## src/rtl/async_handshake_pkg.sv

```systemverilog
// Shared definitions for the 2-phase async handshake source.
// Holds the FSM state encoding and the default parameter values
// used by async_handshake_source and its ack synchronizer.
package async_handshake_pkg;

    typedef enum logic {
        IDLE     = 1'b0,
        WAIT_ACK = 1'b1
    } hsState_t;

    localparam int DEF_DATA_W     = 32;
    localparam int DEF_SYNC_DEPTH = 3;
    localparam int DEF_TIMEOUT    = 1023;

    // Watchdog counter width; TIMEOUT must fit in it.
    localparam int WDOG_W = 16;

endpackage

```

## src/rtl/async_reset_sync_shift_reg.sv

```systemverilog
// Multi-flop synchronizer shift register with asynchronous active-high
// reset to zero.
// Ports:
//   clock - sampling clock
//   reset - async active-high reset, clears every stage
//   d     - asynchronous input (WIDTH bits)
//   q     - synchronized output, DEPTH clock edges behind d
module async_reset_sync_shift_reg #(
    parameter int WIDTH = 1,
    parameter int DEPTH = 3
) (
    input  logic             clock,
    input  logic             reset,
    input  logic [WIDTH-1:0] d,
    output logic [WIDTH-1:0] q
);

    logic [DEPTH-1:0][WIDTH-1:0] stages;

    always_ff @(posedge clock or posedge reset) begin
        if (reset) begin
            stages <= '0;
        end else begin
            stages <= {stages[DEPTH-2:0], d};
        end
    end

    assign q = stages[DEPTH-1];

endmodule

```

## src/rtl/async_handshake_source.sv

```systemverilog
// Source side of a 2-phase (toggle) request/ack clock-domain crossing.
// A word offered on the enq port is captured into io_async_data and
// announced by toggling io_async_req; the next word is only accepted
// once the sink's returning ack toggle has been synchronized back.
// Ports:
//   clock, reset    - clock and async active-high reset
//   io_enq_valid    - producer offers io_enq_bits
//   io_enq_ready    - word accepted this cycle when valid is also high
//   io_enq_bits     - offered word
//   io_async_req    - registered request toggle to the sink domain
//   io_async_data   - registered word, held while a transfer is outstanding
//   io_async_ack    - ack toggle from the sink domain (asynchronous)
//   io_busy         - transfer outstanding
//   io_timeout      - sticky flag: a transfer waited TIMEOUT cycles
module async_handshake_source
    import async_handshake_pkg::*;
#(
    parameter int DATA_W     = DEF_DATA_W,
    parameter int SYNC_DEPTH = DEF_SYNC_DEPTH,
    parameter int TIMEOUT    = DEF_TIMEOUT
) (
    input  logic              clock,
    input  logic              reset,
    input  logic              io_enq_valid,
    output logic              io_enq_ready,
    input  logic [DATA_W-1:0] io_enq_bits,
    output logic              io_async_req,
    output logic [DATA_W-1:0] io_async_data,
    input  logic              io_async_ack,
    output logic              io_busy,
    output logic              io_timeout
);

    localparam logic [WDOG_W-1:0] WDOG_LIMIT = WDOG_W'(TIMEOUT);
    localparam logic [WDOG_W-1:0] WDOG_PRE   = WDOG_W'(TIMEOUT - 1);

    hsState_t          state;
    hsState_t          stateNext;
    logic              ackS;
    logic              accept;
    logic [WDOG_W-1:0] wdog;

    // The only consumer of io_async_ack.
    async_reset_sync_shift_reg #(
        .WIDTH (1),
        .DEPTH (SYNC_DEPTH)
    ) ackSync (
        .clock (clock),
        .reset (reset),
        .d     (io_async_ack),
        .q     (ackS)
    );

    always_ff @(posedge clock or posedge reset) begin
        if (reset) begin
            state <= IDLE;
        end else begin
            state <= stateNext;
        end
    end

    // ackS != req in IDLE means the sink is out of step (e.g. it was not
    // reset with us); hold ready low until it catches up.
    always_comb begin
        stateNext    = state;
        io_enq_ready = 1'b0;
        io_busy      = 1'b0;
        case (state)
            IDLE: begin
                io_enq_ready = (ackS == io_async_req);
                if (io_enq_valid && io_enq_ready) begin
                    stateNext = WAIT_ACK;
                end
            end
            WAIT_ACK: begin
                io_busy = 1'b1;
                if (ackS == io_async_req) begin
                    stateNext = IDLE;
                end
            end
            default: stateNext = IDLE;
        endcase
    end

    assign accept = io_enq_valid && io_enq_ready;

    // Data/req only move on accept, which can only happen in IDLE, so both
    // are frozen for the whole of WAIT_ACK.
    always_ff @(posedge clock or posedge reset) begin
        if (reset) begin
            io_async_data <= '0;
            io_async_req  <= 1'b0;
        end else if (accept) begin
            io_async_data <= io_enq_bits;
            io_async_req  <= ~io_async_req;
        end
    end

    // Watchdog only flags a slow sink; the transfer keeps waiting.
    always_ff @(posedge clock or posedge reset) begin
        if (reset) begin
            wdog       <= '0;
            io_timeout <= 1'b0;
        end else begin
            if (accept) begin
                wdog <= '0;
            end else if (state == WAIT_ACK && wdog != WDOG_LIMIT) begin
                wdog <= wdog + 1'b1;
            end
            // Set on the same edge the counter reaches the limit.
            if (state == WAIT_ACK && wdog == WDOG_PRE) begin
                io_timeout <= 1'b1;
            end
        end
    end

endmodule
```

## config.mk

```make
export PLATFORM = sky130hd
export DESIGN_NAME = async_handshake_source
export DESIGN_NICKNAME = d
export VERILOG_FILES = /design/src/rtl/async_handshake_pkg.sv /design/src/rtl/async_reset_sync_shift_reg.sv /design/src/rtl/async_handshake_source.sv
export SDC_FILE = /design/constraint.sdc
export NUM_CORES = 1
export LEC_CHECK = 0
export BUFFER_PORTS_ARGS = -buffer_cell sky130_fd_sc_hd__buf_2
export CORE_MARGIN = 2
export CORE_UTILIZATION = 30
export DETAILED_ROUTE_END_ITERATION = 8
export GPL_TIMING_DRIVEN = 0
export PLACE_DENSITY = 0.48
export SLEW_MARGIN = 20
export SYNTH_ARGS = -nofsm -noshare
export SYNTH_HDL_FRONTEND = slang
export SYNTH_SLANG_ARGS = --single-unit
export TNS_END_PERCENT = 10
```

## constraint.sdc

```tcl
create_clock -name clock -period 2.1 [get_ports clock]
set_input_delay 0.105 -clock clock [delete_from_list [all_inputs] [get_ports clock]]
set_output_delay 0.105 -clock clock [all_outputs]
set_load 0.03 [all_outputs]
```

==> impl_summary.log <==
[metrics] via density per instance: 4.50
[metrics] peak-usage layer in the global routing report: met2
[metrics] EDFF count, synth: 0
[metrics] wire length of the first global-routing pass: 9650 um
[metrics] Tightest Pin Transition: 680 ps
[metrics] fraction of power consumed by combinational cells: 44.5%
[metrics] worst skew pair latency: 310 ps
[metrics] starting density of the core: 30.5%
[metrics] post-synthesis register bit count: 54
[metrics] number of antenna violations at the first check in global routing: 0
[metrics] most common flop cell mapped by yosys: sky130_fd_sc_hd__dfrtp_1
[metrics] Detail Placement HPWL: 3680 um
[metrics] final count of hold timing violations: 0
[metrics] placer congestion estimate: 0.734
[metrics] sum of internal, switching and leakage power: 3.91 mW
[metrics] Global Route Usage Sum: 14.0%
[metrics] Post-route DRC: 0
[metrics] worst hold slack after final layout: 226 ps
[metrics] area of the die: 0.00846 mm^2
[metrics] detailed-routing iteration count for the pre-antenna-repair pass: 7
[metrics] Nets: 399
[metrics] Worst-path clk slew: 110 ps
[metrics] power share of the sequential group: 40.5%
[metrics] deepest clock path buffer count: 2
[metrics] core area: 0.00761 mm^2
[metrics] endpoint type of the worst setup path: flip-flop
[metrics] Critical Setup Path Class: reg2reg
[metrics] postcts setup bufs: 0
[metrics] share of the cycle needed by the critical path after routing: 89.9%
[metrics] worst path buffer plus inverter count: 1
[metrics] Highest Clock Rate: 0.530 GHz
[metrics] GR Util met3: 3.62%
[metrics] TritonCTS Sinks: 54
[metrics] async set or reset register ratio after synthesis: 100%
[metrics] Die Wd: 92.0 um
[metrics] cells along the critical path: ha_1, and2_1, clkbuf_1, nand2_1, nor4_1, mux2i_1
[metrics] Antenna Violating Nets Remaining: 0
[metrics] tightest slew margin relative to the limit: 54.7%
[metrics] pin count of the biggest net entering global routing: 55
[metrics] Syn Std Cell Area: 0.00232 mm^2
[metrics] total global routing overflow: 0
[metrics] Inserted Clock Buffers: 5
[metrics] total wire length: 5520 um
[metrics] gate family responsible for the most delay along the worst path: simple AND/OR/NAND/NOR gates
[metrics] setup skew after layout: 14.0 ps
[metrics] Clock Tree Root: sky130_fd_sc_hd__clkbuf_8
[metrics] synthesis-to-layout area growth: 39.4%
[metrics] row cnt: 32
[metrics] switching power as a share of total power: 45.3%
[metrics] leakage power total: 1.65 nW
[metrics] ratio of cells with drive above 1 in the final layout: 24.6%
[metrics] Clk pwr share: 15.0%
[metrics] met1 track demand over resource: 17.9%
[metrics] diode count: 0
[metrics] Syn Nets: 287
[metrics] number of unique standard cell types used by synthesis: 31
[metrics] clock tree from TritonCTS: done
[metrics] Pwr Density: 1210 mW/mm^2
[metrics] mean instance size in the synthesized netlist: 9.33 um^2
[metrics] peak fanout along the critical path: 6
[metrics] peak per-stage delay on the critical path: 430 ps
[metrics] Die Span Y: 92.0 um
[metrics] sequential area share after synthesis: 58.2%
[metrics] crit path max-delay cell type: sky130_fd_sc_hd__dfrtp_1
[metrics] worst endpoint required time: 2330 ps
[metrics] count of input and output buffers: 71
[metrics] Final Slew Violations: 0
[metrics] number of ports placed on the die boundary: 72
[metrics] switching power: 1.77 mW
[metrics] number of global-route vias before repair: 2115
[metrics] Int Pwr: 2.14 mW
[metrics] met2 global-route usage: 23.6%
[metrics] biggest area consumer among synthesized cells: sky130_fd_sc_hd__dfrtp_1
[metrics] arrival time of data at the critical path endpoint: 2120 ps
[metrics] final period demand of the worst path: 1890 ps
[metrics] run status: completed
[metrics] starting DRC count in detailed routing: 50
[metrics] vias after detailed routing: 2086
[metrics] # setup viols final: 0
[metrics] Cells after Synth: 249
[metrics] worst hold path class: in2reg
[metrics] unrepaired setup endpoints after global routing: true
[metrics] portion of synthesized cell area occupied by the leading cell type: 58.2%
[metrics] number of synthesis warnings: 0
[metrics] fillers: 818
[metrics] Setup crit start kind: flip-flop
[metrics] Routed wire per std cell: 11.9 um
[metrics] maximum level of the CTS H-tree: 2
[metrics] max-capacitance violation count: 0
[metrics] worst ir drop on vdd: 0.567 mV
[metrics] most area-consuming cells after synthesis: sky130_fd_sc_hd__dfrtp_1, sky130_fd_sc_hd__nand2_1, sky130_fd_sc_hd__nor4_4
-- synth_stat cells (all sizes together) (3+ instances only) --
| cell type | n |
|---|---|
| nand3 | 4 |
| or3 | 4 |
| o211ai | 5 |
| nor2 | 6 |
| and4 | 3 |
| o21ai | 7 |
| inv | 6 |
| nor4 | 3 |
| nor3 | 5 |
| clkbuf | 10 |
| nand2 | 104 |
| o31ai | 3 |
| nand4 | 4 |
| dfrtp | 54 |
| a21oi | 6 |
| and2 | 3 |
| and3 | 3 |
-- layer usage --
layer  share of wire (%)  up-vias
met5                   0        -
met3                 5.9        5
met1                  47      985
met4                0.98        0
li1                    -     1045
met2                  46       51
-- worst register-to-register path: cells and delay by family, from the launching register on --
family        cells  cell delay [ps]
fa+ha+maj         1              250
simple gates      3              680
buf+inv           1              240
flops             1              430
mux               1              220
-- cells by family after synthesis --
| group | Yosys count | share of synthesized area [%] |
|---|---|---|
| AOI/OAI and AO/OA | 25 | 6.73 |
| xor gates and xnor gates | 2 | 0.754 |
| adders and majority gates | 2 | 1.08 |
| buffers and inverters | 17 | 2.80 |
| DFF | 54 | 58.2 |
| muxes | 2 | 0.862 |
| and+or+nand+nor | 147 | 29.6 |
-- final timing paths --
check	start	end	slack, ps	cells after the start
worst max-delay path	wdog[0]$_DFFE_PP0P_	wdog[14]$_DFFE_PP0P_	210	6
worst min-delay path	io_enq_valid	wdog[1]$_DFFE_PP0P_	230	3
worst max register to register	wdog[0]$_DFFE_PP0P_	wdog[14]$_DFFE_PP0P_	210	6
worst min register to register	ackSync.stages[0]$_DFF_PP0_	ackSync.stages[1]$_DFF_PP0_	360	0
max in group asynchronous	reset	wdog[8]$_DFFE_PP0P_	1190	3
min in group asynchronous	reset	io_async_data[14]$_DFFE_PP0P_	430	3
-- sequential cells by signal, summed over array words and instances (netlist names) --
signal          flops
state               1
io_async_req        1
wdog               16
io_timeout          1
ackSync.stages      2
ackSync.q           1
io_async_data      32
-- stage by stage --
| stage | setup WS, ps | util, % | std cells | TNS [ps] | area (um^2) |
|---|---|---|---|---|---|
| after floorplan | 404 | - | 249 | 0 | 2320 |
| after global placement | -134 | 36.9 | 422 | -7070 | 2810 |
| after detailed placement | 215 | 36.9 | 422 | 0 | 2810 |
| after CTS | 198 | 42.5 | 464 | 0 | 3240 |
| after global routing | -5.31 | 42.6 | 464 | -5.57 | 3240 |
| final | 213 | 42.6 | 464 | 0 | 3240 |
-- cell usage in the layout (no fill, tap or decap), drive strengths merged, types with 3 or more instances in the layout --
cell / instances
or3: 4
buf: 72
nand2: 104
a21oi: 6
dlygate4sd3: 34
nor2: 6
and4: 3
o211ai: 5
nor3: 5
o21ai: 7
o31ai: 3
and2: 3
nand4: 4
clkbuf: 15
and3: 3
nor4: 3
dfrtp: 54
inv: 7
nand3: 4
-- what timing repair did --
item,in CTS,in global routing
hold endpoints to repair,87,0
endpoints found under the setup margin,0,2
gates resized for setup,0,2
hold buffers,34,0
-- power by group through the flow --
stage | Clock, mW | Sequential [mW] | Combinational [mW]
2_1_floorplan | 0 | 2.20 | 0.573
3_3_place_gp | 0 | 1.60 | 1.70
3_5_place_dp | 0 | 1.60 | 1.72
4_1_cts | 0.619 | 1.59 | 1.77
5_1_grt | 0.653 | 1.63 | 1.94
6_report | 0.587 | 1.58 | 1.74
-- final cells by class --
cell class	instances	area (um^2)	area share, %
Timing Repair Buffer	105	696	21.5
Clock buffer	5	68.8	2.13
Clock inverter	3	18.8	0.580
Tap cell	102	128	3.94
Sequential cell	54	1350	41.7
Inverter	6	25.0	0.773
Buffer	11	43.8	1.35
Multi-Input combinational cell	178	907	28.0
(Power assumes the default switching activity.)
